## config.mk

```make
export PLATFORM = sky130hd
export DESIGN_NAME = data_mem_access_unit
export DESIGN_NICKNAME = d
export VERILOG_FILES = /design/src/rtl/data_mem_access_unit.sv
export SDC_FILE = /design/constraint.sdc
export NUM_CORES = 1
export LEC_CHECK = 0
export ABC_AREA = 0
export BUFFER_PORTS_ARGS = -buffer_cell sky130_fd_sc_hd__buf_2
export CAP_MARGIN = 20
export CORE_ASPECT_RATIO = 1.4
export CORE_MARGIN = 2
export CORE_UTILIZATION = 48
export DETAILED_ROUTE_END_ITERATION = 12
export GPL_TIMING_DRIVEN = 0
export PLACE_DENSITY = 0.78
export SETUP_SLACK_MARGIN = 0.15
export SKIP_LAST_GASP = 1
export SLEW_MARGIN = 20
export SYNTH_ARGS = -nofsm -noshare
export SYNTH_HDL_FRONTEND = slang
export SYNTH_SLANG_ARGS = --single-unit
```

## constraint.sdc

```tcl
create_clock -name iCLK -period 2.4 [get_ports iCLK]
set_input_delay 0.36 -clock iCLK [delete_from_list [all_inputs] [get_ports iCLK]]
set_output_delay 0.36 -clock iCLK [all_outputs]
set_load 0.01 [all_outputs]
```

## src/rtl/data_mem_access_unit.sv

```systemverilog
// data_mem_access_unit
// Executes Control's load/store requests on a req/ack data-memory bus.
// Produces byte enables and lane-replicated store data. Extracts and
// sign/zero-extends load data. Holds the pipeline until the access completes.
// Optional feature: define MISALIGN_TRAP_EN to trap misaligned H/W accesses
// without touching the bus. Otherwise the offending low address bits are ignored.
module data_mem_access_unit #(
  parameter int unsigned TIMEOUT_CYC = 16
) (
  input  logic        iCLK,
  input  logic        iRSTn,
  input  logic        iMemRead,
  input  logic        iMemWrite,
  input  logic [2:0]  iFunct3,
  input  logic [31:0] iAddr,
  input  logic [31:0] iWData,
  output logic [31:0] oRData,
  output logic        oStall,
  output logic        oDone,
  output logic        oBusErr,
  output logic        oMisalign,
  output logic        oBusReq,
  output logic        oBusWE,
  output logic [31:0] oBusAddr,
  output logic [3:0]  oBusBE,
  output logic [31:0] oBusWData,
  input  logic        iBusAck,
  input  logic [31:0] iBusRData
);

  typedef enum logic [1:0] {IDLE, REQ, DONE, ERR} state_t;

  // The counter only needs to reach TIMEOUT_CYC-1. A zero timeout disables the compare.
  localparam int unsigned LAST = (TIMEOUT_CYC > 0) ? TIMEOUT_CYC - 1 : 0;
  localparam int unsigned CW   = (TIMEOUT_CYC > 2) ? $clog2(TIMEOUT_CYC) : 1;
  localparam logic [CW-1:0] CNT_LAST = CW'(LAST);

  state_t      state_q;
  logic [CW-1:0] cnt_q;
  logic        req_in;
  logic [3:0]  be_d;
  logic [31:0] wdata_d;
  logic [1:0]  alo_q;
  logic [2:0]  funct3_q;
  logic [31:0] load_ext;
  logic [31:0] rdata_q;
  logic        done_q;
  logic        err_q;
  logic        req_q;
  logic        we_q;
  logic [31:0] addr_q;
  logic [3:0]  be_q;
  logic [31:0] wdata_q;

  assign req_in = iMemRead | iMemWrite;

  // Byte enables and replicated store data for the requested size
  always_comb begin
    be_d    = 4'b1111;
    wdata_d = iWData;
    if (iFunct3[1:0] == 2'b00) begin
      be_d    = 4'b0001 << iAddr[1:0];
      wdata_d = {4{iWData[7:0]}};
    end else if (iFunct3[1:0] == 2'b01) begin
      be_d    = 4'b0011 << {iAddr[1], 1'b0};
      wdata_d = {2{iWData[15:0]}};
    end
  end

  // Load lane extraction and extension from the captured address and size
  always_comb begin
    logic [1:0]  lane;
    logic [31:0] shifted;
    lane = 2'b00;
    if (funct3_q[1:0] == 2'b00)      lane = alo_q;
    else if (funct3_q[1:0] == 2'b01) lane = {alo_q[1], 1'b0};
    shifted  = iBusRData >> {lane, 3'b000};
    load_ext = shifted;
    if (funct3_q[1:0] == 2'b00)
      load_ext = funct3_q[2] ? {24'h0, shifted[7:0]}
                             : {{24{shifted[7]}}, shifted[7:0]};
    else if (funct3_q[1:0] == 2'b01)
      load_ext = funct3_q[2] ? {16'h0, shifted[15:0]}
                             : {{16{shifted[15]}}, shifted[15:0]};
  end

`ifdef MISALIGN_TRAP_EN
  logic misalign_in;
  logic mis_q;

  // Misalignment of the incoming request: H on an odd byte, W off a word boundary
  always_comb begin
    misalign_in = 1'b0;
    if (iFunct3[1:0] == 2'b01)      misalign_in = iAddr[0];
    else if (iFunct3[1:0] != 2'b00) misalign_in = |iAddr[1:0];
  end
`endif

  // Access sequencer: IDLE -> REQ -> DONE/ERR -> IDLE, all outputs registered
  always_ff @(posedge iCLK or negedge iRSTn) begin
    if (!iRSTn) begin
      state_q  <= IDLE;
      cnt_q    <= '0;
      alo_q    <= '0;
      funct3_q <= '0;
      rdata_q  <= '0;
      done_q   <= 1'b0;
      err_q    <= 1'b0;
      req_q    <= 1'b0;
      we_q     <= 1'b0;
      addr_q   <= '0;
      be_q     <= '0;
      wdata_q  <= '0;
`ifdef MISALIGN_TRAP_EN
      mis_q    <= 1'b0;
`endif
    end else begin
      done_q  <= 1'b0;
      err_q   <= 1'b0;
      rdata_q <= '0;
`ifdef MISALIGN_TRAP_EN
      mis_q   <= 1'b0;
`endif
      case (state_q)
        IDLE: begin
          if (req_in) begin
`ifdef MISALIGN_TRAP_EN
            if (misalign_in) begin
              state_q <= DONE;
              done_q  <= 1'b1;
              mis_q   <= 1'b1;
            end else
`endif
            begin
              state_q  <= REQ;
              cnt_q    <= '0;
              req_q    <= 1'b1;
              we_q     <= iMemWrite;
              addr_q   <= {iAddr[31:2], 2'b00};
              be_q     <= be_d;
              wdata_q  <= wdata_d;
              alo_q    <= iAddr[1:0];
              funct3_q <= iFunct3;
            end
          end
        end
        REQ: begin
          // An ack on the same edge as the final count wins over the timeout.
          if (iBusAck) begin
            state_q <= DONE;
            req_q   <= 1'b0;
            done_q  <= 1'b1;
            rdata_q <= load_ext;
          end else if ((TIMEOUT_CYC != 0) && (cnt_q == CNT_LAST)) begin
            state_q <= ERR;
            req_q   <= 1'b0;
            done_q  <= 1'b1;
            err_q   <= 1'b1;
          end else begin
            cnt_q <= cnt_q + 1'b1;
          end
        end
        DONE:    state_q <= IDLE;
        ERR:     state_q <= IDLE;
        default: state_q <= IDLE;
      endcase
    end
  end

  // Stall is combinational in IDLE so the request cycle itself is held.
  // It is forced low while reset is asserted.
  assign oStall    = iRSTn & (((state_q == IDLE) & req_in) | (state_q == REQ));
  assign oRData    = rdata_q;
  assign oDone     = done_q;
  assign oBusErr   = err_q;
  assign oBusReq   = req_q;
  assign oBusWE    = we_q;
  assign oBusAddr  = addr_q;
  assign oBusBE    = be_q;
  assign oBusWData = wdata_q;
`ifdef MISALIGN_TRAP_EN
  assign oMisalign = mis_q;
`else
  assign oMisalign = 1'b0;
`endif

endmodule

```

==> flow_metrics.py, run 1 <==
metrics = {
    "outcome": {
        "status": "complete, no violations",
    },
    "route": {
        "wl_um": 13900,
        "vias": 4436,
        "drt-vias-per-instance": 5.08,
        "wl_per_cell_um": 15.9,
        "first_pass_iters": 4,
        "drtIter0Drc": 239,
        "antenna_left": 0,
        "drc": 0,
    },
    "worst_setup_path": {
        "cp_data_arrival_time_ns": 1.71,
        "worst_r2r_startpoint": "state_q[1]",
        "reg2reg_slack_ns": 0.46,
        "slowest_stage": "dfrtp_1",
        "worstSetupPathType": "reg -> out",
        "critPathMaxStageDelay_ns": 0.41,
        "end_kind": "primary output",
        "reg2reg_to": "oRData[21]",
        "rr_worst_depth": 6,
        "worstPathMaxFanout": 10,
        "start_kind": "flip-flop",
        "required_ns": 2.04,
        "crit_chain": "nor2_2 -> o21ai_1 -> clkbuf_4 -> a21boi_0 -> buf_2",
    },
    "sta": {
        "fin_crit_sh": 0.862,
        "fin_skew_ns": 0.00737,
        "min_period_ns": 2.07,
        "rsz0062_at_grt": "false",
        "maxSlewViolCount": 0,
        "fin_hold_ws_ns": 0.143,
        "max_freq_ghz": 0.483,
        "slew_headroom": 0.379,
        "hold_viol": 0,
        "worstMarginPinSlew_ns": 0.928,
        "finalSetupViolations": 0,
    },
    "global_route": {
        "first_global_vias": 4423,
        "grt_max_degree": 71,
        "grt_overflow_total": 0,
        "antenna_found_initial": 0,
        "grt_usage": 0.249,
        "grt_pass1_wl_um": 20800,
    },
    "clocking": {
        "cts_buffers": 17,
        "insertion_delay_ns": 0.41,
        "cts.clk_slew.worst_paths_ns": 0.05,
        "htreeDepth": 4,
        "clockBufferDepth": 2,
        "cts_tree": "done",
        "cts_sinks": 113,
        "ctsRootBufferMaster": "clkbuf_16",
    },
    "cells_and_area": {
        "register_area_um2": 2830,
        "multi_input_area_um2": 1910,
        "fill_cells": 787,
        "layout.nets": 829,
        "layout.cells.non_filler": 873,
        "stdcell_area_um2": 6880,
        "drive_above_1_share": 0.357,
        "area_growth_pct": 40.4,
    },
    "pwr": {
        "intPower_mw": 6.01,
        "clkPwrFrac": 0.306,
        "ir_drop_mv": 0.728,
        "powerDensity_nw_per_um2": 1350,
        "combPwrFrac": 0.360,
        "power.net_switching_mw": 3.28,
        "pwr-share-seq": 0.334,
        "swShare": 0.353,
        "p_leak_nw": 3.75,
    },
    "placement": {
        "place_inst": 837,
        "hpwl_um": 10100,
        "portBuffers": 206,
        "postPlaceCellArea_um2": 6150,
        "gp_congestion": 0.865,
    },
    "logic_synthesis": {
        "synth_seq_cells": 113,
        "syn_area_um2": 4900,
        "yosysTopAreaCellShare": 0.577,
        "synth_cell_type_count": 41,
        "ys_warn_count": 0,
        "syn_area_per_cell_um2": 9.95,
        "ys_seq_area_frac": 0.577,
        "ys_top_cells_by_area": "dfrtp_1 58%, nand2_1 12%, mux2i_1 6.7%",
        "yosysTopAreaCell": "dfrtp_1",
        "synth_common_cells": "156 x nand2_1, 113 x dfrtp_1, 57 x o21ai_0",
        "async_flop_share": 1.00,
        "synth_most_common_cell": "nand2_1",
        "synth_ff_type": "dfrtp_1",
        "synthCells": 493,
        "synth-edff-count": 0,
    },
    "floorplan": {
        "dieArea_um2": 11100,
        "initial_core_util": 0.493,
        "die_w_um": 89.4,
        "coreArea_um2": 9950,
        "rows": 43,
        "ioPinCount": 210,
        "die_h_um": 124,
    },
    "min_path": {
        "worstHoldPathCells": 3,
        "min_to": "oBusAddr[12]",
        "hp-class": "in -> reg",
        "hp-start": "iAddr[12]",
    },
    "flow_run": {
        "maxCapViolCount": 0,
    },
}
flip-flops by register name, summed over array words and instances, names as in the netlist:
signal	count
state_q	2
oBusAddr	30
oBusWData	32
funct3_q	3
cnt_q	4
oBusWE	1
oBusBE	4
alo_q	2
oRData	32
oDone	1
oBusReq	1
oBusErr	1
worst max-delay path by stage:
stage	start	end	slack, ns	depth (start not counted)
floorplan	funct3_q[1]	oRData[21]	0.76	6
detailed placement	iMemWrite	alo_q[1]	0.28	5
global placement	iRSTn	oStall	-0.63	3
global route	state_q[0]	oStall	0.16	5
finish	state_q[0]	oStall	0.33	5
CTS	state_q[0]	oStall	0.22	5
power groups by stage:
stage | clock network [mW] | registers [mW] | logic [mW]
after floorplan | 0 | 3.44 | 1.59
after global placement | 0 | 3.07 | 3.23
after detailed placement | 0 | 3.12 | 3.33
after CTS | 2.87 | 3.10 | 3.36
after global routing | 2.96 | 3.20 | 3.72
final | 2.84 | 3.10 | 3.34
stage by stage:
stage | util | worst slack [ns] | power, mW | setup TNS, ns
after global routing | 0.691 | 0.158 | 9.87 | 0
after floorplan | - | 0.762 | 5.04 | 0
final | 0.692 | 0.330 | 9.28 | 0
after detailed placement | 0.617 | 0.283 | 6.45 | 0
after CTS | 0.689 | 0.217 | 9.33 | 0
after global placement | 0.614 | -0.628 | 6.30 | -33.16
area by class of cell:
type | count | area share
Clock inverter | 12 | 0.0305
Multi-Input combinational cell | 345 | 0.278
Clock buffer | 20 | 0.0663
Tap cell | 135 | 0.0245
Buffer | 32 | 0.0233
Sequential cell | 113 | 0.411
Inverter | 5 | 0.00273
Timing Repair Buffer | 210 | 0.164
Antenna cell | 1 | 0.000364
cells by family (layout without fill, tap and decap cells):
logic type               count (synthesis)  count (layout)  share of synthesized area
AO/OA/AOI/OAI                           85              85                     0.0990
multiplexers                            41              41                      0.103
AND/OR/NAND/NOR                        215             215                      0.183
adder cells (fa/ha/maj)                  1               1                    0.00255
buffers and inverters                   37             279                     0.0357
other                                    1               4                   0.000765
flip-flops                             113             113                      0.577
per-layer routing:
metal / wire (µm) / global-route usage
met5: 0 / 0
met3: 1020 / 0.0649
met1: 5140 / 0.279
met2: 7510 / 0.443
met4: 221 / 0.103
cell usage in the layout (no fill, tap or decap), types with 2 or more instances in the layout:
master and instances:
a21oi_1 16, and2_1 7, buf_1 5, buf_16 2
buf_2 207, buf_4 3, buf_6 4, bufinv_16 6
clkbuf_1 19, clkbuf_16 18, clkbuf_8 2, clkinv_2 6
conb_1 3, dfrtp_1 113, inv_1 5, mux2i_1 33
mux4_2 6, nand2_1 156, nand2b_1 4, nand3_1 2
nand4_1 3, nor2_1 31, nor3_1 2, o21ai_0 56
o21ai_1 2, o22ai_1 3
repair_timing:
item                       CTS  global route
setup endpoints to repair    1             1
hold endpoints to repair    44             0
resized for setup            3             1
cloned                       0             1
setup buffers                0             0
hold buffers                 2             0
critical path: cells and delay by family, from the launching register on:
kind                   cells  cell delay (ns)
buffers and inverters      2             0.39
DFF                        1             0.41
and+or+nand+nor            1             0.17
AOI/OAI and AO/OA          2             0.34
No activity file was read; power rests on OpenSTA's default activity.
==> run 2, diff against run 1 <==
--- a/config.mk
+++ b/config.mk
@@ -10,10 +10,10 @@
 export CAP_MARGIN = 20
 export CORE_ASPECT_RATIO = 1.4
 export CORE_MARGIN = 2
-export CORE_UTILIZATION = 48
+export CORE_UTILIZATION = 51
 export DETAILED_ROUTE_END_ITERATION = 12
 export GPL_TIMING_DRIVEN = 0
-export PLACE_DENSITY = 0.78
+export PLACE_DENSITY = 0.95
 export SETUP_SLACK_MARGIN = 0.15
 export SKIP_LAST_GASP = 1
 export SLEW_MARGIN = 20
==> constraint.sdc (replaced) <==
create_clock -name iCLK -period 2.5 [get_ports iCLK]
set_input_delay 0.375 -clock iCLK [delete_from_list [all_inputs] [get_ports iCLK]]
set_output_delay 0.375 -clock iCLK [all_outputs]
set_load 0.01 [all_outputs]
==> run 2 against run 1 <==
  * Global-route usage is 4.3 points higher
  * Clock skew is 0.0013 ns higher
  * Combinational power is 1% lower
  * Setup slack worse by 0.035 ns
  * Sequential power is 3% lower
  * Non-clock buffer count stayed put
  * Critical endpoint unchanged
  * Highest routed layer unchanged
==> flow_metrics.py, run 2 (same netlist as run 1, synthesis figures left out) <==
metrics = {
    "outcome": {
        "status": "complete, no violations",
    },
    "placement": {
        "portBuffers": 206,
        "gp_congestion": 0.909,
        "pre_cts_ws_ns": 0.395,
        "place_inst": 812,
        "hpwl_um": 10700,
    },
    "worst_setup_path": {
        "reg2reg_to": "oRData[26]",
        "worstSetupPathType": "reg -> out",
        "start_kind": "flip-flop",
        "critPathLaunch": "state_q[0]",
        "worst_r2r_startpoint": "funct3_q[1]",
        "required_ns": 2.12,
        "reg2reg_slack_ns": 0.59,
        "rr_worst_depth": 6,
        "worstPathMaxFanout": 10,
        "end_kind": "primary output",
        "setup.worst_path.end": "oStall",
        "cp_data_arrival_time_ns": 1.83,
    },
    "route": {
        "vias": 4714,
        "drc": 0,
        "first_pass_iters": 5,
        "wl_um": 15600,
        "antenna_left": 0,
        "drtIter0Drc": 397,
        "drt-vias-per-instance": 5.56,
        "wl_per_cell_um": 18.4,
    },
    "pwr": {
        "clkPwrFrac": 0.280,
        "ir_drop_mv": 0.652,
        "swShare": 0.379,
        "intPower_mw": 5.44,
        "powerDensity_nw_per_um2": 1290,
        "pwr-share-seq": 0.344,
        "p_leak_nw": 3.69,
        "power.net_switching_mw": 3.31,
        "combPwrFrac": 0.376,
    },
    "floorplan": {
        "dieArea_um2": 10400,
        "die_h_um": 120,
        "ioPinCount": 210,
        "rows": 42,
        "die_w_um": 86.9,
        "initial_core_util": 0.521,
        "coreArea_um2": 9410,
    },
    "flow_run": {
        "maxCapViolCount": 0,
    },
    "sta": {
        "rsz0062_at_grt": "false",
        "slew_headroom": 0.456,
        "maxSlewViolCount": 0,
        "setup_ws_ns": 0.295,
        "finalSetupViolations": 0,
        "fin_crit_sh": 0.882,
        "worstMarginPinSlew_ns": 0.814,
        "fin_skew_ns": 0.00865,
        "max_freq_ghz": 0.454,
        "hold_viol": 0,
        "min_period_ns": 2.20,
    },
    "clocking": {
        "cts_buffers": 17,
        "cts_sinks": 113,
        "cts.clk_slew.worst_paths_ns": 0.05,
        "ctsRootBufferMaster": "clkbuf_16",
        "cts_tree": "done",
        "clockBufferDepth": 2,
        "insertion_delay_ns": 0.41,
        "htreeDepth": 4,
    },
    "global_route": {
        "antenna_found_initial": 1,
        "grt_usage": 0.292,
        "gr-max-usage-layer": "met2",
        "grt_overflow_total": 0,
        "grt_max_degree": 67,
        "grt_use_met1": 0.297,
        "gr-usage-met2": 0.513,
        "grt_pass1_wl_um": 23000,
        "use_met3": 0.0846,
        "first_global_vias": 4832,
    },
    "cells_and_area": {
        "drive_above_1_share": 0.354,
        "layout.cells.non_filler": 848,
        "area_growth_pct": 38.0,
        "final_cell_mix": "208 x buf_2, 156 x nand2_1, 113 x dfrtp_1",
        "layout_commonest_cell": "buf_2",
        "layout.nets": 829,
    },
    "min_path": {
        "hp-class": "in -> reg",
    },
}
run 2: cell types whose count changed in the layout (fill, tap and decap cells not counted), moves of 2 or more:
cell,previous run,this run
bufinv_16,6,3
clkinv_2,6,3
clkinv_4,0,2
clkinvlp_4,0,4
run 2: layout make-up:
cell class | instances | area, µm²
fillers | 632 | 2640
clock buffers | 19 | 443
plain buffers | 32 | 158
multi-input cells | 345 | 1910
flip-flops and latches | 113 | 2830
diodes | 1 | 2.50
clock inverters | 13 | 161
inverters | 5 | 18.8
repair buffers | 210 | 1110
well taps | 110 | 138
run 2: metrics by stage:
| stage | power, mW | util | hold slack [ns] | setup TNS, ns | instance area [µm²] |
|---|---|---|---|---|---|
| final | 8.75 | 0.720 | 0.155 | 0 | 6770 |
| after global routing | 9.23 | 0.720 | 0.152 | 0 | 6770 |
| after CTS | 8.71 | 0.714 | -0.0260 | 0 | 6720 |
| after detailed placement | 6.19 | 0.650 | 0.410 | 0 | 6110 |
| after global placement | 6.01 | 0.646 | 0.455 | -15.37 | 6080 |
| after floorplan | 4.83 | - | 0.0794 | 0 | 4910 |
run 2: timing repair:
action                                  4_1_cts  5_1_grt
endpoints found under the setup margin        1        1
endpoints found under the hold margin        65        7
setup buffers                                 0        0
gates resized for setup                       1        1
run 2: worst max-delay path, cell delays in order, from the launching register on:
cell	delay (ns)
dfrtp_1	0.40
nor2_1	0.22
o21ai_0	0.21
buf_2	0.25
a21boi_0	0.18
buf_2	0.16
run 2: power groups by stage:
| stage | logic, mW | registers [mW] | clock network (mW) |
|---|---|---|---|
| floorplan | 1.53 | 3.30 | 0 |
| global placement | 3.06 | 2.96 | 0 |
| detailed placement | 3.19 | 3.00 | 0 |
| CTS | 3.26 | 2.99 | 2.45 |
| global route | 3.59 | 3.08 | 2.56 |
| finish | 3.29 | 3.01 | 2.45 |
run 2: worst min path at each step:
| stage | startpoint | endpoint | slack (ns) | cells past startpoint |
|---|---|---|---|---|
| 5_1_grt | iAddr[27] | oBusAddr[27] | 0.15 | 3 |
| 3_5_place_dp | iRSTn | oBusAddr[11] | 0.41 | 1 |
| 4_1_cts | iRSTn | oBusAddr[21] | -0.03 | 1 |
| 2_1_floorplan | iRSTn | alo_q[0] | 0.08 | 0 |
| 6_report | iAddr[9] | oBusAddr[9] | 0.15 | 3 |
| 3_3_place_gp | oBusAddr[11] | oBusAddr[11] | 0.45 | 2 |
run 2: metal layers:
metal	vias to the layer above	share of wire
met4	0	0.049
met3	66	0.075
met1	2256	0.35
met5	-	0
met2	287	0.53
li1	2105	-
